$ cat src/rtl/alu_arbiter.sv
// alu_arbiter: shares one combinational execute-stage ALU between two
// requesters (port 0 = pipeline E stage, port 1 = aux/debug issue port).
//
// Flow: IDLE (arbitrate + accept) -> EXEC (ALU evaluates registered operands,
// result sampled) -> RESP (response held until the owner accepts) -> IDLE.
//
// Ports:
//   clk                 clock, rising edge
//   reset               asynchronous, active-low; clears all state
//   req_valid/req_ready per-port request handshake (req_ready one-hot or zero)
//   req_op*/a*/b*/shamt* per-port opcode, operands, shift amount (opaque)
//   rsp_valid/rsp_ready per-port response handshake (rsp_valid one-hot or zero)
//   rsp_result/rsp_ovf  captured ALU result / overflow, shared by both ports
//   rsp_id              port owning the current response
//   alu_a/b/shamt/op    registered ALU input drives (held outside EXEC)
//   alu_result/alu_ovf  ALU outputs, sampled in EXEC
//   busy                high in any state other than IDLE
// Parameter RR: 1 = round-robin on ties, 0 = fixed priority to port 0.
module alu_arbiter #(
    parameter bit RR = 1'b1
) (
    input  logic        clk,
    input  logic        reset,
    input  logic [1:0]  req_valid,
    output logic [1:0]  req_ready,
    input  logic [4:0]  req_op0,
    input  logic [4:0]  req_op1,
    input  logic [31:0] req_a0,
    input  logic [31:0] req_a1,
    input  logic [31:0] req_b0,
    input  logic [31:0] req_b1,
    input  logic [4:0]  req_shamt0,
    input  logic [4:0]  req_shamt1,
    output logic [1:0]  rsp_valid,
    input  logic [1:0]  rsp_ready,
    output logic [31:0] rsp_result,
    output logic        rsp_ovf,
    output logic        rsp_id,
    output logic [31:0] alu_a,
    output logic [31:0] alu_b,
    output logic [4:0]  alu_shamt,
    output logic [4:0]  alu_op,
    input  logic [31:0] alu_result,
    input  logic        alu_ovf,
    output logic        busy
);

    typedef enum logic [1:0] {
        IDLE = 2'd0,
        EXEC = 2'd1,
        RESP = 2'd2
    } state_t;

    state_t     state;
    state_t     state_nx;
    logic       last;
    logic       owner;
    logic [1:0] grant;
    logic       grant_sel;
    logic       req_hs;
    logic       rsp_hs;

    // Grant is gated by reset so req_ready reads zero while reset is held,
    // even though the state register already sits in IDLE.
    always_comb begin
        grant = '0;
        if (state == IDLE && reset) begin
            if (req_valid == 2'b11) begin
                // last==1 means port 1 was served last, so port 0 wins.
                grant = (RR && !last) ? 2'b10 : 2'b01;
            end else begin
                grant = req_valid;
            end
        end
    end

    assign grant_sel = grant[1];
    assign req_hs    = |grant;
    assign req_ready = grant;
    assign rsp_hs    = (state == RESP) && rsp_ready[owner];
    assign rsp_valid = (state == RESP) ? (owner ? 2'b10 : 2'b01) : 2'b00;
    assign rsp_id    = owner;
    assign busy      = (state != IDLE);

    always_comb begin
        state_nx = state;
        case (state)
            IDLE:    if (req_hs) state_nx = EXEC;
            EXEC:    state_nx = RESP;
            RESP:    if (rsp_hs) state_nx = IDLE;
            default: state_nx = IDLE;
        endcase
    end

    always_ff @(posedge clk or negedge reset) begin
        if (!reset) begin
            state <= IDLE;
        end else begin
            state <= state_nx;
        end
    end

    always_ff @(posedge clk or negedge reset) begin
        if (!reset) begin
            last      <= 1'b1;
            owner     <= 1'b0;
            alu_a     <= '0;
            alu_b     <= '0;
            alu_shamt <= '0;
            alu_op    <= '0;
        end else if (req_hs) begin
            owner     <= grant_sel;
            if (RR) last <= grant_sel;
            alu_a     <= grant_sel ? req_a1     : req_a0;
            alu_b     <= grant_sel ? req_b1     : req_b0;
            alu_shamt <= grant_sel ? req_shamt1 : req_shamt0;
            alu_op    <= grant_sel ? req_op1    : req_op0;
        end
    end

    // Result/overflow are captured once at the end of EXEC and then held
    // unchanged through RESP until the owner takes the response.
    always_ff @(posedge clk or negedge reset) begin
        if (!reset) begin
            rsp_result <= '0;
            rsp_ovf    <= 1'b0;
        end else if (state == EXEC) begin
            rsp_result <= alu_result;
            rsp_ovf    <= alu_ovf;
        end
    end

endmodule

$ cat config.mk
export PLATFORM = sky130hd
export DESIGN_NAME = alu_arbiter
export DESIGN_NICKNAME = d
export VERILOG_FILES = /design/src/rtl/alu_arbiter.sv
export SDC_FILE = /design/constraint.sdc
export NUM_CORES = 1
export LEC_CHECK = 0
export BUFFER_PORTS_ARGS = -buffer_cell sky130_fd_sc_hd__buf_2
export CAP_MARGIN = 20
export CORE_AREA = 2 2 118 120
export CTS_CLUSTER_DIAMETER = 60
export CTS_CLUSTER_SIZE = 10
export DETAILED_ROUTE_END_ITERATION = 8
export DIE_AREA = 0 0 120 122
export HOLD_SLACK_MARGIN = 0.06
export PLACE_DENSITY = 0.74
export SLEW_MARGIN = 5
export SYNTH_ARGS = -nofsm -noshare
export SYNTH_HDL_FRONTEND = slang
export SYNTH_SLANG_ARGS = --single-unit
$ cat constraint.sdc
create_clock -name clk -period 2.4 [get_ports clk]
set_input_delay 0.12 -clock clk [delete_from_list [all_inputs] [get_ports clk]]
set_output_delay 0.12 -clock clk [all_outputs]
set_load 0.01 [all_outputs]
==> out/results.tsv, run 1 <==
metric	value	unit
PortBufs	299	
total track usage	28.2	%
Layout Nets	1151	
met3 Use GR	7.40	%
Async SR Flop Fraction	100	%
worst skew pair latency	0.35	ns
Die ar.	14600	um2
Clock Pin Slew Worst Setup and Hold Paths	0.07	ns
syn nets	707	
GRT Residual Overflow	0	
Post-Route Setup TNS	0	ns
Tightest Pin Transition	0.988	ns
flop-to-flop setup slack	0.15	ns
status	finished, final reports clean	
simple logic cell fraction of the synthesized area	12.2	%
Final setup viols	0	
Distinct cells, synth	24	
TritonCTS Sinks	111	
CP Data Required Time	2.63	ns
DRT iter0 DRCs	564	
H-tree Lvls	3	
post-route ant nets	0	
share of cells above drive strength 1	38.8	%
Hold/Removal Path Class	in2reg	
DR vias	6260	
# IOs	300	
RSZ-0062 raised after global routing	false	
fmax	0.444	GHz
TritonCTS buffer count	9	
clk buf depth	2	
Post-synth EDFFs	0	
period utilization	93.9	%
core footprint	13500	um2
slowest stage delay, CP	0.60	ns
Worst path top cell family by delay	buffers and inverters	
crit end category	flip-flop	
Post-Synth XOR/XNOR Area	0	%
Via density	5.45	
initial core utilization	39.6	%
Post-synth top cells	dfrtp_1 (110), o21ai_0 (75), a21oi_1 (74), a31oi_1 (74), nand3b_1 (74)	
post-synthesis sequential area ratio	52.0	%
first drt pass iteration count	7	
GPL Wtd Cong	0.793	
CP cell instances	nand4bb_4 -> buf_4 -> o21ai_0 -> a31oi_1 -> dlygate4sd3_1	
largest net degree at the start of global routing	78	
Cell Rows	43	
crit path time final	2.25	ns
Syn Inst Count	520	
die height	122	um
CTS tree	done	
GRT met1 Usage	31.8	%
Synth Area in Adders	0	%
vias in the first global route	6372	
HPWL Detailed	11900	um
MaxCap Viol Count	0	
DRT Wirelength	21300	um
largest family of logic cells by synthesized area	compound AO/OA/AOI/OAI gates	
final hold vios	0	
slowest cell on the critical path	dlygate4sd3_1	
Synth Area per Inst	10.3	um2
M2 GR Usage	49.7	%
number of remaining DRC errors	0	
Data arrival, critical path	2.48	ns
crit-path max FO	22	
number of synthesized register bits	111	
Layout area overhead	69.4	%
busiest grt layer	met2	
LEAKAGE	3.93	nW
placed insts	954	
Slew HR	34.1	%
Slew Limit Fails	0	
first-pass GRT wire length	32400	um
post-synth top area share	51.5	%
final non-filler cell total	1149	
Yosys top cell by area	dfrtp_1	
routed length per instance	18.5	um
pwr dens	1080	nW/um2
Final Skew	0.00647	ns
CP Buf/Inv Count	2	
cell with the most instances after synthesis	dfrtp_1	
Ys Warns	0	
initial antenna violation count	1	
kind of critical path	reg2reg	
Hold Worst Slack	0.0715	ns
clk root buf	clkbuf_16	
crit start category	flip-flop	
post-synthesis cell area	5340	um2
top_reg_cell synth	dfrtp_1	
Area contributors post-synth	dfrtp_1 (52%), nand3b_1 (10%), a31oi_1 (8.7%)	
post-synthesis compound-gate area fraction	22.9	%
maximum VDD drop	0.000521	V
mux contribution to synthesized area	7.17	%
Horiz. Die Dim	120	um
-- per-layer routing --
layer  vias up  wire, um
met5         -         0
met4         0       829
met3        72      1820
met2       364     10800
met1      3002      7850
li1       2822         -
-- flip-flops by register name, indices dropped and copies added (netlist names) --
signal      flops
alu_a          32
alu_b          32
alu_op          5
alu_shamt       5
last            1
rsp_id          1
rsp_ovf         1
rsp_result     32
state           2
-- power breakdown --
group          internal [W]  switching (W)  total [W]
logic               0.00247        0.00228    0.00475
registers           0.00279       0.000561    0.00335
clock network      0.000940       0.000690    0.00163
-- cell families after synthesis --
family	after synthesis
AOI/OAI and AO/OA	225
buffers and inverters	62
DFF	111
and+or+nand+nor	88
muxes	34
-- layout by cell type (no fill, tap or decap), types with 2 or more instances in the layout --
cell type | Yosys | final
clkbuf_16 | 0 | 9
inv_1 | 2 | 2
a21o_1 | 2 | 2
nor2_1 | 3 | 3
mux2_2 | 34 | 34
a21oi_1 | 74 | 74
or2_2 | 1 | 2
nand3b_1 | 74 | 74
buf_12 | 0 | 2
a31oi_1 | 74 | 74
bufinv_16 | 0 | 2
buf_2 | 18 | 298
o21ai_0 | 75 | 75
buf_4 | 11 | 17
dfrtp_1 | 110 | 110
nand2b_1 | 3 | 3
dlygate4sd3_1 | 0 | 174
-- stage by stage --
stage	util [%]	worst slack [ns]	instance area (um2)	total power, W
floorplan	-	1.02	5340	0.00537
global placement	51.3	0.633	6930	0.00687
detailed placement	51.3	0.547	6930	0.00696
CTS	66.6	0.0842	8990	0.00951
global route	67.0	0.0396	9050	0.0103
finish	67.0	0.147	9050	0.00973
-- cell type report --
cell class                      count  area [um2]
Inverter                            2        7.51
Antenna cell                        1        2.50
Multi-Input combinational cell    348        2300
Timing Repair Buffer              492        3410
Clock inverter                      5        81.3
Clock buffer                       10         239
Fill cell                         993        4460
Tap cell                          180         225
Sequential cell                   111        2780
-- final timing paths --
check                      cells after the start            from              to
hold / removal                                 3      req_b0[30]       alu_b[30]
min in group asynchronous                      2           reset       alu_a[18]
hold reg to reg                                1  rsp_result[23]  rsp_result[23]
setup reg to reg                               5        state[1]        alu_b[9]
setup / recovery                               5        state[1]        alu_b[9]
max in group asynchronous                      3           reset    alu_shamt[2]
-- repair_timing --
item                                   CTS  global route
setup endpoints to repair                0            47
buffers inserted                         0             4
hold buffers                           174             0
resized for setup                        0             1
endpoints found under the hold margin  140             0
-- tightest hold or removal path: stages --
cell and delay, ns:
buf_2 0.10, o21ai_0 0.08, a31oi_1 0.09
Note: power is estimated with default switching activity, not from simulation.
==> inputs of run 2 (changes only) <==
- ABC_AREA: unset -> 1
- PLACE_DENSITY: 0.74 -> 0.76
==> out/results.tsv, run 2 <==
metric	value	unit	change
Synth Area in Adders	0	%	unchanged
Cell Rows	43		unchanged
number of remaining DRC errors	0		unchanged
NetSw	0.00330	W	-6.4%
die height	122	um	unchanged
vias in the first global route	5447		-15%
number of synthesized register bits	111		unchanged
Post-synth EDFFs	0		unchanged
syn nets	854		+21%
Post-Route Setup TNS	0	ns	unchanged
mux contribution to synthesized area	6.54	%	-0.63 points
cell with the most instances after synthesis	nand2_1		
post-route ant nets	0		unchanged
Synth Area per Inst	8.52	um2	-17%
Ys Warns	0		unchanged
MaxCap Viol Count	0		unchanged
Fill cells	1251		+26%
DRT Wirelength	17800	um	-16%
initial core utilization	42.1	%	+2.5 points
crit start category	flip-flop		
HPWL Detailed	11700	um	-0.92%
post-synthesis cell area	5680	um2	+6.4%
crit end category	primary output		
Combinational Power Share	43.2	%	-5.6 points
pwr dens	1060	nW/um2	-1.8%
Syn Inst Count	667		+28%
post-synthesis sequential area ratio	48.9	%	-3.1 points
maximum VDD drop	0.000399	V	-23%
status	finished, final reports clean		
Layout Nets	1161		+0.87%
PortBufs	299		unchanged
Clock Pin Slew Worst Setup and Hold Paths	0.08	ns	about the same
Yosys top cell by area	dfrtp_1		
clk buf depth	2		unchanged
largest net degree at the start of global routing	78		unchanged
met3 WL	1320	um	-28%
Layout Utilization	58.6	%	-8.4 points
Flop pwr share	39.0	%	+4.5 points
Slew HR	34.7	%	+0.52 points
share of cells above drive strength 1	37.6	%	-1.3 points
Async SR Flop Fraction	100	%	unchanged
routed length per instance	15.4	um	-17%
GRT Residual Overflow	0		unchanged
Distinct cells, synth	17		-29%
met2 wire len	8940	um	-17%
final hold vios	0		unchanged
fmax	0.550	GHz	+24%
commonest non-fill, non-tap cells in the layout	buf_2 (298), nand2_1 (157), nand3_1 (148)		
sw frac	39.5	%	+3.2 points
Post-synth top cells	nand2_1 (157), nand3_1 (149), dfrtp_1 (110), inv_1 (80), o21bai_1 (74)		
Final Skew	0.0127	ns	+0.00626 ns
# diodes	0		-1
Hold/Removal Path Class	in2reg		
worst hold path cell count	5		+2
Post-Synth XOR/XNOR Area	0	%	unchanged
Die ar.	14600	um2	unchanged
total track usage	23.9	%	-4.3 points
kind of critical path	reg2out		
end of the worst register-to-register path	alu_op[1]		
highest routed layer	met4		
crit-path max FO	75		+240%
worst r2r path cells	7		+2
core footprint	13500	um2	unchanged
wl on met1	7160	um	-8.7%
TritonCTS buffer count	9		unchanged
clock network power share	17.8	%	+1.0 points
RSZ-0062 raised after global routing	false		
crit path time final	1.82	ns	-0.435 ns
Post-CTS Resized	0		unchanged
GPL Wtd Cong	0.818		+3.2%
post-synthesis compound-gate area fraction	10.2	%	-13 points
Area contributors post-synth	dfrtp_1 (48%), nand3_1 (13%), nand2_1 (10%)		
flop-to-flop setup slack	0.63	ns	+0.48 ns
Horiz. Die Dim	120	um	unchanged
clk root buf	clkbuf_16		
Data arrival, critical path	1.70	ns	-0.78 ns
TritonCTS Sinks	111		unchanged
Slew Limit Fails	0		unchanged
H-tree Lvls	3		unchanged
footprint of the multi-input gates	2340	um2	+1.6%
first drt pass iteration count	4		-3
DRT iter0 DRCs	371		-34%
Reg-to-Reg Start	state[1]		
Via density	4.93		-9.6%
Layout area overhead	39.3	%	
register area	2780	um2	unchanged
# IOs	300		unchanged
post-synth top area share	48.4	%	-3.1 points
LEAKAGE	4.38	nW	+11%
DR vias	5711		-8.8%
top_reg_cell synth	dfrtp_1		
initial antenna violation count	0		-1
simple logic cell fraction of the synthesized area	24.2	%	+12 points
Pint	0.00506	W	-18%
worst skew pair latency	0.36	ns	about the same
top flop regs	alu_a: 32 flops, alu_b: 32 flops, rsp_result: 32 flops		
hold path start	req_a1[8]		
Final setup viols	0		unchanged
CTS tree	done		
largest family of logic cells by synthesized area	simple AND/OR/NAND/NOR gates		
period utilization	75.8	%	-18 points
Hold EP	alu_a[8]		
first-pass GRT wire length	27600	um	-15%
Tightest Pin Transition	0.980	ns	-0.00785 ns
CP Data Required Time	2.28	ns	-0.35 ns
leading cell type in the layout, fill and taps excluded	buf_2		
-- run 2: critical path: stages (launching register included) --
cell and delay (ns):
dfstp_2 0.37, nand2_1 0.06, nand2_2 0.20, nor2_4 0.21, buf_12 0.28, buf_2 0.20
-- run 2: kinds of logic (layout without fill, tap and decap cells) --
group,count (synthesis),after routing
simple gates,313,313
buf+inv,132,444
compound gates,78,78
flops,111,111
mux,33,33
-- run 2: final cells by class --
cell class / instances / share of cell area [%]
Sequential cell: 111 / 35.1
Multi-Input combinational cell: 424 / 29.5
Inverter: 81 / 3.84
Timing Repair Buffer: 347 / 24.9
Clock buffer: 9 / 2.85
Tap cell: 180 / 2.85
Clock inverter: 7 / 0.917
-- run 2: power by group through the flow --
| stage | clock network [W] | logic (W) | registers [W] |
|---|---|---|---|
| after global placement | 0 | 0.00350 | 0.00324 |
| after floorplan | 0 | 0.00166 | 0.00365 |
| after global routing | 0.00160 | 0.00398 | 0.00336 |
| after detailed placement | 0 | 0.00359 | 0.00325 |
| after CTS | 0.00152 | 0.00363 | 0.00324 |
| final | 0.00149 | 0.00361 | 0.00326 |
-- run 2: how the worst max path moves through the flow --
stage	start	to	slack, ns	depth (start not counted)
3_3_place_gp	last	alu_a[22]	0.66	7
6_report	last	req_ready[1]	0.58	5
3_5_place_dp	state[1]	alu_shamt[4]	0.64	7
5_1_grt	last	req_ready[1]	0.44	5
4_1_cts	last	req_ready[1]	0.52	5
2_1_floorplan	last	alu_a[0]	1.06	7
-- run 2: stage by stage --
| stage | power, W | setup WS [ns] | hold slack (ns) | instances | area, um2 |
|---|---|---|---|---|---|
| after global routing | 0.00894 | 0.439 | 0.0881 | 1159 | 7920 |
| after detailed placement | 0.00684 | 0.643 | 0.226 | 1108 | 7270 |
| after CTS | 0.00838 | 0.523 | 0.0605 | 1159 | 7920 |
| final | 0.00836 | 0.582 | 0.0693 | 1159 | 7920 |
| after floorplan | 0.00531 | 1.06 | -0.176 | 667 | 5680 |
| after global placement | 0.00674 | 0.659 | 0.226 | 1108 | 7270 |
-- run 2: timing repair --
item,4_1_cts,5_1_grt
setup buffers,0,0
hold buffers,35,0
endpoints found under the hold margin,67,0
-- run 2: metal layers --
layer	vias to the layer above	GRT usage (%)
met1	2691	29.1
met3	28	5.24
li1	2759	-
met2	233	41.7
met4	0	8.82
met5	-	0
